===== src/rtl/noekeon_pkg.sv =====
// Noekeon shared definitions: round constants, FSM encoding and the linear
// layers (theta, pi1, pi2) plus the round-constant update.
// State words: a0 = s[31:0], a1 = s[63:32], a2 = s[95:64], a3 = s[127:96].
package noekeon_pkg;

   localparam logic [7:0] RC_INIT    = 8'h80;
   localparam logic [7:0] RC_POLY    = 8'h1B;
   localparam int         NUM_ROUNDS = 16;

   typedef enum logic [1:0] {
      IDLE = 2'd0,
      RUN  = 2'd1,
      DONE = 2'd2
   } fsm_t;

   function automatic logic [31:0] word(input logic [127:0] s, input int j);
      return s[32*j +: 32];
   endfunction

   function automatic logic [31:0] rotl32(input logic [31:0] x, input int unsigned n);
      return (x << n) | (x >> (32 - n));
   endfunction

   function automatic logic [31:0] rotr32(input logic [31:0] x, input int unsigned n);
      return (x >> n) | (x << (32 - n));
   endfunction

   function automatic logic [31:0] mix8(input logic [31:0] t);
      return t ^ rotl32(t, 8) ^ rotr32(t, 8);
   endfunction

   function automatic logic [127:0] theta(input logic [127:0] s, input logic [127:0] k);
      logic [31:0] a0, a1, a2, a3, t;
      a0 = word(s, 0);
      a1 = word(s, 1);
      a2 = word(s, 2);
      a3 = word(s, 3);
      t  = mix8(a0 ^ a2);
      a1 = a1 ^ t;
      a3 = a3 ^ t;
      a0 = a0 ^ word(k, 0);
      a1 = a1 ^ word(k, 1);
      a2 = a2 ^ word(k, 2);
      a3 = a3 ^ word(k, 3);
      t  = mix8(a1 ^ a3);
      a0 = a0 ^ t;
      a2 = a2 ^ t;
      return {a3, a2, a1, a0};
   endfunction

   function automatic logic [127:0] pi1(input logic [127:0] s);
      return {rotl32(word(s, 3), 2), rotl32(word(s, 2), 5), rotl32(word(s, 1), 1), word(s, 0)};
   endfunction

   function automatic logic [127:0] pi2(input logic [127:0] s);
      return {rotr32(word(s, 3), 2), rotr32(word(s, 2), 5), rotr32(word(s, 1), 1), word(s, 0)};
   endfunction

   function automatic logic [7:0] rc_next(input logic [7:0] rc);
      return {rc[6:0], 1'b0} ^ (rc[7] ? RC_POLY : 8'h00);
   endfunction

endpackage


===== src/rtl/noekeon_gamma.sv =====
// Noekeon Gamma: bit-sliced nonlinear S-box layer across the four words.
// Ports: din (128-bit state in), dout (128-bit state out). Combinational.
module noekeon_gamma
   import noekeon_pkg::*;
(
   input  logic [127:0] din,
   output logic [127:0] dout
);

   logic [31:0] a0, a1, a2, a3, tmp;

   always_comb begin
      a0  = word(din, 0);
      a1  = word(din, 1);
      a2  = word(din, 2);
      a3  = word(din, 3);
      a1  = a1 ^ (~a3 & ~a2);
      a0  = a0 ^ (a2 & a1);
      tmp = a3;
      a3  = a0;
      a0  = tmp;
      a2  = a2 ^ a0 ^ a1 ^ a3;
      a1  = a1 ^ (~a3 & ~a2);
      a0  = a0 ^ (a2 & a1);
      dout = {a3, a2, a1, a0};
   end

endmodule


===== src/rtl/noekeon_round.sv =====
// One Noekeon encryption round: inject rc into a0, Theta(key), Pi1, Gamma, Pi2.
// Ports: state (round input), key (working key), rc (round constant),
//        next_state (round output). Combinational.
module noekeon_round
   import noekeon_pkg::*;
(
   input  logic [127:0] state,
   input  logic [127:0] key,
   input  logic [7:0]   rc,
   output logic [127:0] next_state
);

   logic [127:0] s_pi1;
   logic [127:0] s_gam;

   assign s_pi1 = pi1(theta({state[127:32], state[31:0] ^ {24'h0, rc}}, key));

   noekeon_gamma u_gamma (
      .din  (s_pi1),
      .dout (s_gam)
   );

   assign next_state = pi2(s_gam);

endmodule


===== src/rtl/noekeon_encrypt_core.sv =====
// Iterative Noekeon encryption core (direct-key mode, 128-bit block/key).
// R_PER_CYCLE rounds are chained combinationally per clock.
// Ports: clk, rst_n (async active-low), inValid/inReady/inKey/inData (input
//        handshake), outValid/outReady/outData (output handshake).
//
// state | meaning
// IDLE  | waiting for a plaintext/key pair, inReady=1
// RUN   | applying R_PER_CYCLE rounds per cycle
// DONE  | ciphertext held on outData until outReady
module noekeon_encrypt_core
   import noekeon_pkg::*;
#(
   parameter int R_PER_CYCLE = 1
) (
   input  logic         clk,
   input  logic         rst_n,
   input  logic         inValid,
   output logic         inReady,
   input  logic [127:0] inKey,
   input  logic [127:0] inData,
   output logic         outValid,
   input  logic         outReady,
   output logic [127:0] outData
);

   if (!(R_PER_CYCLE == 1 || R_PER_CYCLE == 2 || R_PER_CYCLE == 4 ||
         R_PER_CYCLE == 8 || R_PER_CYCLE == 16)) begin : g_bad_r
      $error("noekeon_encrypt_core: R_PER_CYCLE must be 1, 2, 4, 8 or 16");
   end

   localparam logic [4:0] STEP = 5'(R_PER_CYCLE);
   localparam logic [4:0] LAST = 5'(NUM_ROUNDS);

   fsm_t         fsm;
   logic [127:0] state_q;
   logic [127:0] key_q;
   logic [7:0]   rc_q;
   logic [4:0]   cnt_q;

   logic [127:0] chain_state;
   logic [7:0]   chain_rc;
   logic [127:0] final_state;

   // Each stage refers to its predecessor by hierarchical name so the chain
   // is a set of distinct nets rather than one self-referencing array.
   for (genvar i = 0; i < R_PER_CYCLE; i++) begin : g_rnd
      logic [127:0] s_in;
      logic [127:0] s_out;
      logic [7:0]   rc_in;
      logic [7:0]   rc_out;
      if (i == 0) begin : g_first
         assign s_in  = state_q;
         assign rc_in = rc_q;
      end else begin : g_next
         assign s_in  = g_rnd[i-1].s_out;
         assign rc_in = g_rnd[i-1].rc_out;
      end
      noekeon_round u_round (
         .state      (s_in),
         .key        (key_q),
         .rc         (rc_in),
         .next_state (s_out)
      );
      assign rc_out = rc_next(rc_in);
   end

   assign chain_state = g_rnd[R_PER_CYCLE-1].s_out;
   assign chain_rc    = g_rnd[R_PER_CYCLE-1].rc_out;

   // Output transform: on the final cycle chain_rc is rc_16.
   assign final_state = theta({chain_state[127:32], chain_state[31:0] ^ {24'h0, chain_rc}}, key_q);

   assign inReady = (fsm == IDLE);

   always_ff @(posedge clk or negedge rst_n) begin
      if (!rst_n) begin
         fsm      <= IDLE;
         state_q  <= '0;
         key_q    <= '0;
         rc_q     <= '0;
         cnt_q    <= '0;
         outValid <= 1'b0;
         outData  <= '0;
      end else begin
         unique case (fsm)
            IDLE: begin
               if (inValid) begin
                  state_q <= inData;
                  key_q   <= inKey;
                  rc_q    <= RC_INIT;
                  cnt_q   <= '0;
                  fsm     <= RUN;
               end
            end
            RUN: begin
               state_q <= chain_state;
               rc_q    <= chain_rc;
               cnt_q   <= cnt_q + STEP;
               if (cnt_q + STEP == LAST) begin
                  outData  <= final_state;
                  outValid <= 1'b1;
                  fsm      <= DONE;
               end
            end
            DONE: begin
               if (outReady) begin
                  outValid <= 1'b0;
                  fsm      <= IDLE;
               end
            end
            default: fsm <= IDLE;
         endcase
      end
   end

endmodule


===== config.mk =====
export PLATFORM = sky130hd
export DESIGN_NAME = noekeon_encrypt_core
export DESIGN_NICKNAME = d
export VERILOG_FILES = /design/src/rtl/noekeon_pkg.sv /design/src/rtl/noekeon_gamma.sv /design/src/rtl/noekeon_round.sv /design/src/rtl/noekeon_encrypt_core.sv
export SDC_FILE = /design/constraint.sdc
export NUM_CORES = 1
export LEC_CHECK = 0
export BUFFER_PORTS_ARGS = -buffer_cell sky130_fd_sc_hd__buf_4
export CAP_MARGIN = 10
export CORE_ASPECT_RATIO = 0.75
export CORE_MARGIN = 3
export CORE_UTILIZATION = 45
export CTS_CLUSTER_DIAMETER = 100
export DETAILED_ROUTE_END_ITERATION = 6
export PLACE_DENSITY_LB_ADDON = 0.25
export SLEW_MARGIN = 0
export SYNTH_ARGS = -nofsm -noshare
export SYNTH_HDL_FRONTEND = slang
export SYNTH_SLANG_ARGS = --single-unit

===== constraint.sdc =====
create_clock -name clk -period 5.7 [get_ports clk]
set_input_delay 0.285 -clock clk [delete_from_list [all_inputs] [get_ports clk]]
set_output_delay 0.285 -clock clk [all_outputs]
set_load 0.01 [all_outputs]

==> reports/qor.yml <==
required_ns: 6.18
min_period_ns: 5.59
ys_seq_elements: 400
yosysMostFrequentCell: "nand2_1"
initial_core_util: 0.460
drt_iter0_drc: 2549
grt_max_degree: 151
setup_violations: 0
critPathKind: "flip-flop to flip-flop"
worstHoldStart: "inKey[47]"
cts_tree: "built"
globalRoute.totalOverflow: 0
io_pins: 390
viasPerCell: 5.51
port_buffers: 389
synth_nets: 3144
syn_to_final_growth_pct: 29.8
htreeDepth: 2
tightest_slew_ns: 1.23
synth_top_cells_by_count: "609 x nand2_1, 518 x xnor2_1, 400 x dfrtp_1"
grt_pass1_wl_um: 181000
rsz0062_at_grt: "false"
syn_inst: 2853
maxCapViolations: 0
worst-r2r-setup-slack_ns: 0.11
end_kind: "flip-flop"
status: "finished clean"
worstReg2RegStart: "key_q[98]"
ys.flop_type: "dfrtp_1"
arrival_ns: 6.07
r2r_cells: 14
drc: 0
critPathLaunchType: "flip-flop"
cts_buffers: 47
synth.avg_cell_area_um2: 10.9
clock.fmax_mhz: 179
drive_above_1_share: 0.215
antenna_found_initial: 7
dr.pass1.iters: 6
yosys.area.top_type: "dfrtp_1"
min_path_cells: 3
min_to: "key_q[47]"
post-cts-setup-buffers: 0
cts.path.max_buffers: 3
synth_warnings: 0
drtAntennaViolNets: 0
synth_area_um2: 31100
hpwlAfterDp_um: 100000
grt_usage: 0.356
finalSetupTns_ns: 0
die_w_um: 309
timing.final.max_slew_violations: 0
diodes: 0
synthArstFlopShare: 1.00
dieArea_um2: 72300
startpoint: "key_q[98]"
clk_pin_slew_ns: 0.06
nets: 3907
cts_root_buf: "clkbuf_16"
synth_top_area_frac: 0.322
synth.area.top_cells: "dfrtp_1 32%, xnor3_1 16%, xnor2_1 15%, nand2_1 7.4%, xor2_1 6.7%"
die_y_um: 234
grt_pass1_vias: 25000
gp_congestion: 1.03
wl_per_cell_um: 28.6
final-hold-violation-count: 0
multi_input_area_um2: 20600
ys_seq_area_frac: 0.322
nFillCells: 5520
finalCritPeriodShare: 0.981
regToRegEndpoint: "outData[122]"
fin_worst_skew_ns: 0.0255
worstPathMaxFanout: 7
vias: 25000
holdCritPathClass: "input pin to flip-flop"
rows: 82
insertion_delay_ns: 0.62
core_um2: 67600
slew-limit-headroom: 0.178
clock-sinks: 400
synth_edf_count: 0
ys_types: 49
regArea_um2: 10000
finalWirelength_um: 130000
==> flip-flops by register name, indices dropped and copies added (netlist names) <==
name / count
fsm: 2
g_rnd.rc_in: 8
outValid: 1
cnt_q: 5
outData: 128
key_q: 128
g_rnd.s_in: 128
==> layout by cell type, fill, tap and decap left out, types with 4 or more instances in the layout <==
master | netlist | layout
clkbuf_16 | 0 | 47
nand3_1 | 5 | 5
clkinv_4 | 0 | 5
nand2b_1 | 13 | 13
bufinv_16 | 0 | 6
clkinvlp_4 | 0 | 6
inv_1 | 20 | 20
inv_6 | 0 | 4
buf_12 | 0 | 5
dfrtp_1 | 400 | 400
ha_1 | 31 | 31
xor3_1 | 40 | 40
mux2i_1 | 15 | 15
o21ai_1 | 113 | 113
mux2_2 | 12 | 12
nor2b_1 | 15 | 14
a21oi_1 | 25 | 25
a22oi_1 | 124 | 124
clkinv_2 | 0 | 9
buf_4 | 0 | 564
nand2_1 | 609 | 606
xnor3_2 | 8 | 8
xnor2_2 | 73 | 75
nor2_1 | 54 | 53
o22a_1 | 6 | 6
xnor2_1 | 518 | 516
o21ai_0 | 135 | 135
xnor3_1 | 226 | 226
and2_1 | 6 | 5
a2bb2oi_1 | 4 | 4
clkbuf_8 | 0 | 5
xor2_2 | 7 | 7
dlygate4sd3_1 | 0 | 254
xnor2_4 | 11 | 11
xor2_1 | 237 | 237
==> per-layer routing <==
metal,GRT usage,share of wire,vias to the layer above,wire length [µm]
met1,0.519,0.44,12600,56500
met5,0,0.00010,-,13
met4,0.0882,0.027,2,3480
met2,0.531,0.43,1214,55900
met3,0.0897,0.11,148,13700
li1,-,-,11000,-
==> worst max-delay path: stages (launching register included) <==
cell and delay, ns:
dfrtp_1 0.43, xnor2_2 0.22, xnor2_4 0.41, buf_4 0.32, xnor3_1 0.61, ha_1 0.29, xor2_1 0.31, xnor2_1 0.26
nand2_1 0.12, xnor2_1 0.89, xnor3_1 0.54, xor2_1 0.52, buf_4 0.27, xor2_1 0.17, o21ai_1 0.08
==> layout make-up <==
cell class,count,area share
timing repair buffer,824,0.171
inverter,20,0.00186
clock inverter,31,0.00906
clock buffer,54,0.0311
multi-input combinational,2323,0.511
tap,882,0.0274
sequential,400,0.248
==> what timing repair did <==
action,in CTS,in global routing
endpoints found under the hold margin,296,0
hold buffers,254,0
resized for setup,1,1
setup endpoints to repair,2,1
==> logic make-up (layout without fill, tap and decap cells) <==
logic type	Yosys count	count (layout)	share of synthesized area
XOR/XNOR	1122	1122	0.467
AND/OR/NAND/NOR	713	713	0.0900
AO/OA/AOI/OAI	429	429	0.0831
flip-flops	400	400	0.322
buffers and inverters	130	929	0.0161
adder cells (fa/ha/maj)	31	31	0.0125
multiplexers	28	28	0.00966
==> worst max path at each step <==
stage	end	slack, ns	depth (start not counted)
floorplan	outData[49]	1.25	15
global placement	outData[110]	0.05	15
detailed placement	outData[110]	0.03	15
CTS	outData[122]	0.26	14
global route	outData[103]	0.007	14
finish	outData[122]	0.11	14
==> through the flow <==
stage | worst slack (ns) | area, µm² | instances | hold WS, ns | utilization
2_1_floorplan | 1.25 | 31100 | 2853 | -0.0106 | -
3_3_place_gp | 0.0481 | 36100 | 4195 | 0.208 | 0.535
3_5_place_dp | 0.0252 | 36100 | 4195 | 0.211 | 0.535
4_1_cts | 0.262 | 40300 | 4534 | 0.00761 | 0.596
5_1_grt | 0.00699 | 40300 | 4534 | 0.0462 | 0.596
6_report | 0.106 | 40300 | 4534 | 0.0551 | 0.596
Power is left out: the tool's default activity adds up to more than one toggle a clock period on the data nets, which glitch-free logic cannot reach.
